--- src/rtl/dsp48e_arb_pkg.sv ---
// Shared widths and rounding helper for the arbitrated multiply-add-round unit.
// Define CONV_ROUND_EN for convergent rounding; otherwise results are truncated.
package dsp48e_arb_pkg;

    localparam int A_W     = 25;
    localparam int B_W     = 18;
    localparam int C_W     = 48;
    localparam int P_W     = 48;
    localparam int OUT_W   = 44;
    localparam int FRAC_W  = 4;
    localparam logic [FRAC_W-1:0] TIE_VAL = 4'b1000;

    // Drops the fraction bits; the increment wraps modulo 2^OUT_W on overflow.
    function automatic logic [OUT_W-1:0] round_res(input logic [P_W-1:0] p);
        logic up_s;
`ifdef CONV_ROUND_EN
        if (p[FRAC_W-1:0] > TIE_VAL) begin
            up_s = 1'b1;
        end else if (p[FRAC_W-1:0] == TIE_VAL) begin
            up_s = p[FRAC_W];
        end else begin
            up_s = 1'b0;
        end
`else
        up_s = 1'b0;
`endif
        return p[P_W-1:FRAC_W] + {{(OUT_W-1){1'b0}}, up_s};
    endfunction

endpackage

--- src/rtl/mult_round_pipe.sv ---
// PIPE_LAT-stage multiply-add-round datapath with per-stage valid and requester tags.
// Rounding mode follows CONV_ROUND_EN through dsp48e_arb_pkg::round_res.
module mult_round_pipe
    import dsp48e_arb_pkg::*;
#(
    parameter int PIPE_LAT = 3,
    parameter int IDW      = 2
) (
    input  logic                  clk,
    input  logic                  rst_n,
    input  logic                  en,
    input  logic                  acc_vld,
    input  logic signed [A_W-1:0] a_op,
    input  logic signed [B_W-1:0] b_op,
    input  logic signed [C_W-1:0] c_op,
    input  logic [IDW-1:0]        acc_id,
    output logic                  res_vld,
    output logic [OUT_W-1:0]      res,
    output logic [IDW-1:0]        res_id,
    output logic                  any_vld
);

    logic [PIPE_LAT-1:0]   vld_r;
    logic [IDW-1:0]        id_r  [0:PIPE_LAT-1];
    logic signed [P_W-1:0] mul_r;
    logic signed [P_W-1:0] c_r;
    logic [OUT_W-1:0]      res_r [1:PIPE_LAT-1];

    // Stage 0 multiplies, stage 1 adds and rounds, later stages only delay.
    always_ff @(posedge clk or negedge rst_n) begin
        if (!rst_n) begin
            vld_r <= '0;
            mul_r <= '0;
            c_r   <= '0;
            for (int i = 0; i < PIPE_LAT; i++) begin
                id_r[i] <= '0;
            end
            for (int i = 1; i < PIPE_LAT; i++) begin
                res_r[i] <= '0;
            end
        end else if (en) begin
            vld_r    <= {vld_r[PIPE_LAT-2:0], acc_vld};
            id_r[0]  <= acc_id;
            mul_r    <= P_W'(a_op) * P_W'(b_op);
            c_r      <= c_op;
            res_r[1] <= round_res(mul_r + c_r);
            for (int i = 1; i < PIPE_LAT; i++) begin
                id_r[i] <= id_r[i-1];
            end
            for (int i = 2; i < PIPE_LAT; i++) begin
                res_r[i] <= res_r[i-1];
            end
        end
    end

    assign res_vld = vld_r[PIPE_LAT-1];
    assign res     = res_r[PIPE_LAT-1];
    assign res_id  = id_r[PIPE_LAT-1];
    assign any_vld = |vld_r;

endmodule

--- src/rtl/dsp48e_mac_arbiter.sv ---
// Round-robin arbiter sharing one multiply-add-round pipe among NREQ requesters.
// Optional CONV_ROUND_EN selects convergent rounding instead of truncation.
module dsp48e_mac_arbiter
    import dsp48e_arb_pkg::*;
#(
    parameter int NREQ     = 4,
    parameter int PIPE_LAT = 3
) (
    input  logic                      CLK,
    input  logic                      RST_N,
    input  logic [NREQ-1:0]           REQ,
    input  logic [NREQ*A_W-1:0]       AIN,
    input  logic [NREQ*B_W-1:0]       BIN,
    input  logic [NREQ*C_W-1:0]       CIN,
    output logic [NREQ-1:0]           GNT,
    output logic [OUT_W-1:0]          ROUND_OUT,
    output logic [$clog2(NREQ)-1:0]   OUT_ID,
    output logic                      OUT_VALID,
    input  logic                      OUT_READY,
    output logic                      BUSY
);

    localparam int IDW = $clog2(NREQ);

    logic [IDW-1:0]        ptr_r;
    logic [IDW-1:0]        gnt_idx_s;
    logic [NREQ-1:0]       gnt_s;
    logic                  en_s;
    logic                  accept_s;
    int                    dist_s;
    int                    best_d_s;
    logic signed [A_W-1:0] a_sel_s;
    logic signed [B_W-1:0] b_sel_s;
    logic signed [C_W-1:0] c_sel_s;

    assign en_s = !(OUT_VALID && !OUT_READY);

    // Pick the requester closest after the pointer; grant only when running.
    always_comb begin
        best_d_s  = NREQ;
        dist_s    = 0;
        gnt_idx_s = ptr_r;
        gnt_s     = '0;
        for (int j = 0; j < NREQ; j++) begin
            if (REQ[j]) begin
                dist_s = (j + NREQ - 1 - int'(ptr_r)) % NREQ;
                if (dist_s < best_d_s) begin
                    best_d_s  = dist_s;
                    gnt_idx_s = IDW'(j);
                end else begin
                    best_d_s  = best_d_s;
                end
            end else begin
                dist_s = dist_s;
            end
        end
        if (en_s && RST_N && (best_d_s < NREQ)) begin
            for (int j = 0; j < NREQ; j++) begin
                gnt_s[j] = (gnt_idx_s == IDW'(j));
            end
        end else begin
            gnt_s = '0;
        end
    end

    assign GNT      = gnt_s;
    assign accept_s = |(REQ & gnt_s);

    // One-hot AND-OR operand mux driven by the grant.
    always_comb begin
        a_sel_s = '0;
        b_sel_s = '0;
        c_sel_s = '0;
        for (int j = 0; j < NREQ; j++) begin
            a_sel_s = a_sel_s | (AIN[j*A_W +: A_W] & {A_W{gnt_s[j]}});
            b_sel_s = b_sel_s | (BIN[j*B_W +: B_W] & {B_W{gnt_s[j]}});
            c_sel_s = c_sel_s | (CIN[j*C_W +: C_W] & {C_W{gnt_s[j]}});
        end
    end

    // Round-robin pointer moves only on an accept; reset makes requester 0 first.
    always_ff @(posedge CLK or negedge RST_N) begin
        if (!RST_N) begin
            ptr_r <= IDW'(NREQ - 1);
        end else if (accept_s) begin
            ptr_r <= gnt_idx_s;
        end
    end

    mult_round_pipe #(
        .PIPE_LAT (PIPE_LAT),
        .IDW      (IDW)
    ) u_pipe (
        .clk     (CLK),
        .rst_n   (RST_N),
        .en      (en_s),
        .acc_vld (accept_s),
        .a_op    (a_sel_s),
        .b_op    (b_sel_s),
        .c_op    (c_sel_s),
        .acc_id  (gnt_idx_s),
        .res_vld (OUT_VALID),
        .res     (ROUND_OUT),
        .res_id  (OUT_ID),
        .any_vld (BUSY)
    );

endmodule

--- config.mk ---
export PLATFORM = sky130hd
export DESIGN_NAME = dsp48e_mac_arbiter
export DESIGN_NICKNAME = d
export VERILOG_FILES = /design/src/rtl/dsp48e_arb_pkg.sv /design/src/rtl/mult_round_pipe.sv /design/src/rtl/dsp48e_mac_arbiter.sv
export SDC_FILE = /design/constraint.sdc
export NUM_CORES = 2
export LEC_CHECK = 0
export CAP_MARGIN = 5
export CORE_ASPECT_RATIO = 0.6
export CORE_UTILIZATION = 52
export CTS_CLUSTER_DIAMETER = 150
export DETAILED_ROUTE_END_ITERATION = 6
export PLACE_DENSITY = 0.86
export SYNTH_ARGS = -nofsm -noshare
export SYNTH_HDL_FRONTEND = slang
export SYNTH_HIERARCHICAL = 1
export SYNTH_SLANG_ARGS = --single-unit
--- constraint.sdc ---
create_clock -name CLK -period 8.1 [get_ports CLK]
set_input_delay 1.62 -clock CLK [delete_from_list [all_inputs] [get_ports CLK]]
set_output_delay 1.62 -clock CLK [all_outputs]
set_load 0.05 [all_outputs]
# Word-level counts from Yosys, hierarchy flattened
# Index checks and enable logic that the tools add are counted.
[classes]
eq_ne = 3
bitwise = 26
n_reduce_logical = 12
add_sub_neg = 5
n_mux = 17
n_mul = 1
order_cmp = 5
[op_table]
columns = ["operator", "count"]
rows = [
  ["two-way mux 32 bit", 8],
  ["AND 48 bit", 4],
  ["OR 48 bit", 3],
  ["AND 25 bit", 4],
  ["less-than comparator 3 x 32 -> 1 bit", 3],
  ["OR 25 bit", 3],
  ["AND 18 bit", 4],
  ["OR 18 bit", 3],
  ["adder 48 bit", 1],
  ["multiplier 25 x 18 -> 43 bit", 1],
  ["less-than comparator 32 x 4 -> 1 bit, second input constant", 1],
  ["two-way mux 2 bit", 8],
  ["subtractor 3 x 2 -> 4 bit, first input constant", 3],
  ["OR reduction 2 bit", 4],
  ["AND 1 bit", 4],
  ["AND 4 bit", 1],
  ["== test 2 bit, second input constant", 2],
  ["less-than comparator 3 x 4 -> 1 bit, second input constant", 1],
  ["two-way mux 4 bit", 1],
  ["OR reduction 4 bit", 1],
  ["logical AND 1 bit", 3],
  ["OR reduction 3 bit", 1],
  ["subtractor 2 x 2 -> 3 bit, first input constant", 1],
  ["== test 2 x 1 -> 1 bit, second input constant", 1],
  ["2 further kinds", 3],
]
[word_totals]
elab_cells = 78
input_bits = 371
ff_bits = 195

# Depth between registers and ports, before layout
[depth]
ltp_word = 23
depth_mapped = 40
ltp_nobuf = 35

# Hierarchy
# Netlist, hierarchy kept.
[by_module_without_submodules]
columns = ["mod", "instances", "area_each_um2", "cells_per_inst"]
rows = [
  ["mult_round_pipe", 1, 25597.0, 2618],
  ["dsp48e_mac_arbiter", 1, 3895.0, 480],
]

# Worst setup path after synthesis
# Ideal clock, no wire load.
[synth_path]
kind = "input port to flip-flop"
startpoint = "in REQ[0]"
endpoint = "reg u_pipe.mul_r[28]"
n_path_buf = 5
cell_stages = 36
arrival_ns = 9.185
required_time_ns = 7.975
slack_ns = -1.210
cell_sequence = "nand2b_1 ha_1 and2b_1 o21ai_0 a22oi_1 ha_1 nor2_1 a21oi_1 o32a_1 buf_2 nand3_2 buf_6 buf_4 o221ai_2 clkbuf_1 clkbuf_1 nand2_1 fa_1 inv_1 fa_1 fa_1 fa_1 fa_1 inv_1 fa_1 inv_1 ha_1 a21o_1 a21oi_1 o21bai_1 a21o_1 a211o_1 a22oi_1 nor2b_1 xnor2_1 mux2_2"
[synth_between]
elab_chain_cells = 18
word_cells_on_any_way = 39
[synth_rtl]
columns = ["item", "line", "rtl"]
rows = [
  ["start: declaration", "dsp48e_mac_arbiter.sv:11", "input logic [NREQ-1:0] REQ,"],
  ["two-way mux 32 bit", "dsp48e_mac_arbiter.sv:45", "if (REQ[j]) begin"],
  ["less-than comparator 3 x 32 -> 1 bit", "dsp48e_mac_arbiter.sv:47", "if (dist_s < best_d_s) begin"],
  ["two-way mux 32 bit", "dsp48e_mac_arbiter.sv:47", ""],
  ["two-way mux 32 bit", "dsp48e_mac_arbiter.sv:45", ""],
  ["less-than comparator 3 x 32 -> 1 bit", "dsp48e_mac_arbiter.sv:47", ""],
  ["two-way mux 32 bit", "dsp48e_mac_arbiter.sv:47", ""],
  ["two-way mux 32 bit", "dsp48e_mac_arbiter.sv:45", ""],
  ["less-than comparator 3 x 32 -> 1 bit", "dsp48e_mac_arbiter.sv:47", ""],
  ["[2 not listed]", "--", ""],
  ["less-than comparator 32 x 4 -> 1 bit", "dsp48e_mac_arbiter.sv:57", "if (en_s && RST_N && (best_d_s < NREQ)) begin"],
  ["logical AND 1 bit", "dsp48e_mac_arbiter.sv:57", ""],
  ["two-way mux 4 bit (*)", "dsp48e_mac_arbiter.sv:57", ""],
  ["AND 18 bit", "dsp48e_mac_arbiter.sv:76", "b_sel_s = b_sel_s | (BIN[j*B_W +: B_W] & {B_W{gnt_s[j]}});"],
  ["OR 18 bit (2 in series)", "dsp48e_mac_arbiter.sv:76", ""],
  ["OR 18 bit (*)", "dsp48e_mac_arbiter.sv:76", ""],
  ["named net b_sel_s[11]", "dsp48e_mac_arbiter.sv:33", "logic signed [B_W-1:0] b_sel_s;"],
  ["multiplier 25 x 18 -> 43 bit (*)", "mult_round_pipe.sv:44", "mul_r <= P_W'(a_op) * P_W'(b_op);"],
  ["end signal: assignment", "mult_round_pipe.sv:44", ""],
  ["end: declaration", "mult_round_pipe.sv:25", "logic signed [P_W-1:0] mul_r;"],
]
# The timed path passes the listed nets; every way through them passes the cells marked *.
# A chain may end at the register's enable or synchronous reset.

# Final worst setup path
[layout_path]
startpoint = "in REQ[0]"
endpoint = "reg u_pipe.mul_r[37]"
[layout_between]
elab_chain_cells = 18
word_cells_on_any_way = 39
[layout_rtl]
columns = ["item", "line", "rtl"]
rows = [
  ["two-way mux 32 bit", "dsp48e_mac_arbiter.sv:45", ""],
  ["less-than comparator 3 x 32 -> 1 bit", "dsp48e_mac_arbiter.sv:47", ""],
  ["two-way mux 32 bit", "dsp48e_mac_arbiter.sv:47", ""],
  ["two-way mux 32 bit", "dsp48e_mac_arbiter.sv:45", ""],
  ["less-than comparator 3 x 32 -> 1 bit", "dsp48e_mac_arbiter.sv:47", ""],
  ["two-way mux 32 bit", "dsp48e_mac_arbiter.sv:47", ""],
  ["two-way mux 32 bit", "dsp48e_mac_arbiter.sv:45", ""],
  ["less-than comparator 3 x 32 -> 1 bit", "dsp48e_mac_arbiter.sv:47", ""],
  ["[2 not listed]", "--", ""],
  ["less-than comparator 32 x 4 -> 1 bit", "dsp48e_mac_arbiter.sv:57", ""],
  ["logical AND 1 bit", "dsp48e_mac_arbiter.sv:57", ""],
  ["two-way mux 4 bit (*)", "dsp48e_mac_arbiter.sv:57", ""],
  ["AND 25 bit", "dsp48e_mac_arbiter.sv:75", "a_sel_s = a_sel_s | (AIN[j*A_W +: A_W] & {A_W{gnt_s[j]}});"],
  ["OR 25 bit (2 in series)", "dsp48e_mac_arbiter.sv:75", ""],
  ["OR 25 bit (*)", "dsp48e_mac_arbiter.sv:75", ""],
  ["named net a_sel_s[19]", "dsp48e_mac_arbiter.sv:32", "logic signed [A_W-1:0] a_sel_s;"],
  ["multiplier 25 x 18 -> 43 bit (*)", "mult_round_pipe.sv:44", ""],
]
# Marked as above.

==> key figures <==
Timing
  – Crit path time final: 9930 ps
  – Share of the clock period used by the worst path: 1.23
  – Fin. max-slew vios: 0
  – Setup WS post-layout: -1830 ps
  – Setup violators final: 33
  – Worst-Margin Slew: 1040 ps
  – Worst Skew: 12.9 ps
  – Fmax: 101 MHz
  – Slew headroom: 0.303
  – Final hold violation count: 0
  – RSZ-0062 raised after global routing: yes

Worst setup path
  – Worst R2R Setup Slack: -1390 ps
  – Crit. End Element: flip-flop
  – Reg2Reg Capture Point: u_pipe/mul_r[37]$_DFFE_PN0P_
  – R2R depth: 41
  – Worst stage delay on the critical path: 650 ps
  – CP max-delay cell: fa_1
  – WP data arrival: 10,260 ps
  – WS Path Type: in2reg
  – RR Startpoint: ptr_r[1]$_DFFE_PN1P_
  – CP Launch Point: REQ[0]
  – Worst EP required: 8420 ps
  – Max FO, Critical Path: 7
  – Nature of the critical path startpoint: primary input
  – Critical Path End: u_pipe/mul_r[37]$_DFFE_PN0P_

Yosys
  – Mapped Nets: 4,065
  – Cell type with the largest total area after synthesis: fa_1
  – Largest family of logic cells by synthesized area: adder cells
  – Adder-cell share of the synthesized area: 0.365
  – Synth unique cells: 78
  – Compound-Gate Fraction of Synth Area: 0.106
  – Post-Syn Area per Cell: 9.52 um2
  – Main flop type after synthesis: dfrtp_1
  – Seq/Total Area, Yosys: 0.161
  – Post-synthesis mux area share: 0.0950
  – Synth top area share: 0.299
  – Number of synthesized register bits: 190
  – Synth warn: 6
  – EDFF count, synth: 0
  – Synth Area in XOR/XNOR: 0.0244
  – Simple-gate portion of the synthesized area: 0.130
  – Syn Inst Count: 3,098
  – Synth area leaders: fa_1 (30%), dfrtp_1 (16%), inv_1 (7.7%), ha_1 (6.6%), mux2_2 (6.4%)
  – Cell area after synthesis: between 20,000 and 30,000 um2
  – Post-synth ARST share: 1.00

Floorplanning
  – Core area: 55,900 um2
  – Rows: 67
  – Area of the die: 57,700 um2
  – Die width: 309 um
  – Die H: 186 um
  – Initial Util: 0.527
  – I/O pin total: 423

Clock network
  – Worst-skew pair later-pin latency: 450 ps
  – CTS sink cnt: 190
  – Root buf cell: clkbuf_16
  – CTS Buffer Depth: 2
  – H-tree lvl count: 4
  – CTS Buf Count: 17
  – CTS tree: yes
  – Clock transition at path regs: about 70 ps

Placement
  – Placed insts: 4,391
  – Post-place setup slack: -1820 ps
  – Gpl congestion: 0.976
  – Final HPWL from detailed placement: 69,200 um
  – Port buffer count: 422

Drt
  – Drt drc: 115
  – Drt total wl: 119,000 um
  – Drt wl/cell: 25.9 um
  – Vias: 28,300
  – DRT Pass-1 Iters: 7
  – Vias per cell: 6.18
  – Initial DRC count: 3,824
  – Antenna viol nets, final: 0

Final layout
  – Non-filler cells, final: about 4,600
  – Commonest non-fill, non-tap cell in the layout: inv_1
  – Layout Nets: 4,766
  – Synth-to-Final Area Change: 38.5%
  – Most frequent cells in the layout: inv_1 (545), clkdlybuf4s50_1 (418), fa_1 (403)
  – Proportion of layout cells with a drive suffix above 1: 0.284

Outcome
  – Failing checks: DRC, setup timing
  – Status: complete, but fails checks

Global route
  – GRT Total Usage: 0.347
  – Initial antenna violation count: 9
  – Vias in the first global route: 28,400
  – Largest net degree at the start of global routing: 69
  – First-pass GRT wire length: 156,000 um
  – GRT overflow: 0

Flow run
  – Max cap viols: 0

Min path
  – Hold crit path type: reg2reg
## layer usage
layer / routed length [um] / vias to the layer above / global-route usage / part of all wire
met4: 10200 / 14 / 0.152 / 0.086
met3: 17900 / 919 / 0.0988 / 0.15
met1: 40000 / 13600 / 0.454 / 0.34
met5: 520 / - / 0 / 0.0044
met2: 50000 / 2384 / 0.538 / 0.42
li1: - / 11400 / - / -
## Yosys cell counts (7+ instances only)
master / number
and2_1: 164
buf_6: 22
a21oi_1: 88
mux2_2: 168
clkbuf_1: 129
dfrtp_1: 188
xnor2_1: 62
o31ai_1: 7
nor2b_1: 11
buf_4: 53
nand3_1: 18
nand2_1: 323
nor2_1: 75
mux2i_1: 91
buf_2: 17
o221ai_2: 72
o21ai_0: 43
inv_1: 602
nor3_1: 22
ha_1: 155
a211oi_1: 9
nand4_1: 105
and3_1: 10
o21bai_1: 12
a31oi_1: 14
o221ai_1: 19
xor2_1: 20
nand2b_1: 17
fa_1: 441
a21o_1: 37
o21a_1: 10
## per-stage QoR
step	hold slack [ps]	area (um2)	TNS, ps	util
final	502	40800	-41380	0.730
after floorplan	441	30800	-9830	-
after CTS	502	39600	-17450	0.709
after detailed placement	487	37300	-51700	0.666
after global placement	479	37300	-45530	0.666
after global routing	518	40800	-50780	0.730
## cells by family after synthesis
logic type               count (synthesis)
buffers and inverters                  825
AND/OR/NAND/NOR                        772
adder cells (fa/ha/maj)                596
AO/OA/AOI/OAI                          374
multiplexers                           259
flip-flops                             190
XOR/XNOR                                82
## timing repair
item,CTS,global route
gates cloned,11,4
buffers inserted,81,65
pin swaps,116,122
resized for setup,180,165
setup endpoints to repair,35,33
hold buffers,0,0
## worst max-delay path: cells and delay by family
family,cells,cell delay [ps]
and+or+nand+nor,7,990
adders and majority gates,9,3950
AOI/OAI and AO/OA,8,1400
xor gates and xnor gates,1,120
buffers and inverters,14,1880
muxes,1,270
## layout make-up
| cell class | count | area (um2) |
|---|---|---|
| sequential | 190 | 4760 |
| fill | 3410 | 15100 |
| multi-input combinational | 2088 | 23300 |
| timing repair buffer | 898 | 8860 |
| clock inverter | 15 | 201 |
| inverter | 604 | 2270 |
| antenna | 9 | 22.5 |
| clock buffer | 17 | 425 |
| tap | 759 | 950 |
## how the worst min path moves through the flow
stage | startpoint | end | slack [ps] | depth (start not counted)
2_1_floorplan | u_pipe/res_r[45]$_DFFE_PN0P_ | u_pipe/res_r[45]$_DFFE_PN0P_ | 440 | 2
3_3_place_gp | u_pipe/id_r[5]$_DFFE_PN0P_ | u_pipe/id_r[3]$_DFFE_PN0P_ | 480 | 1
3_5_place_dp | u_pipe/mul_r[6]$_DFFE_PN0P_ | u_pipe/mul_r[6]$_DFFE_PN0P_ | 490 | 2
4_1_cts | u_pipe/mul_r[6]$_DFFE_PN0P_ | u_pipe/mul_r[6]$_DFFE_PN0P_ | 500 | 2
5_1_grt | u_pipe/res_r[69]$_DFFE_PN0P_ | u_pipe/res[25]$_DFFE_PN0P_ | 520 | 1
6_report | u_pipe/mul_r[6]$_DFFE_PN0P_ | u_pipe/mul_r[6]$_DFFE_PN0P_ | 500 | 2
## registers in the layout, indices dropped and copies added, names as in the netlist
register / flops
ptr_r: 2
u_pipe/c_r: 48
u_pipe/id_r: 4
u_pipe/mul_r: 43
u_pipe/res: 44
u_pipe/res_id: 2
u_pipe/res_r: 44
u_pipe/vld_r: 3
Power is not shown: default switching activity piles up to over one toggle a cycle in this logic, so the estimate is an artifact.
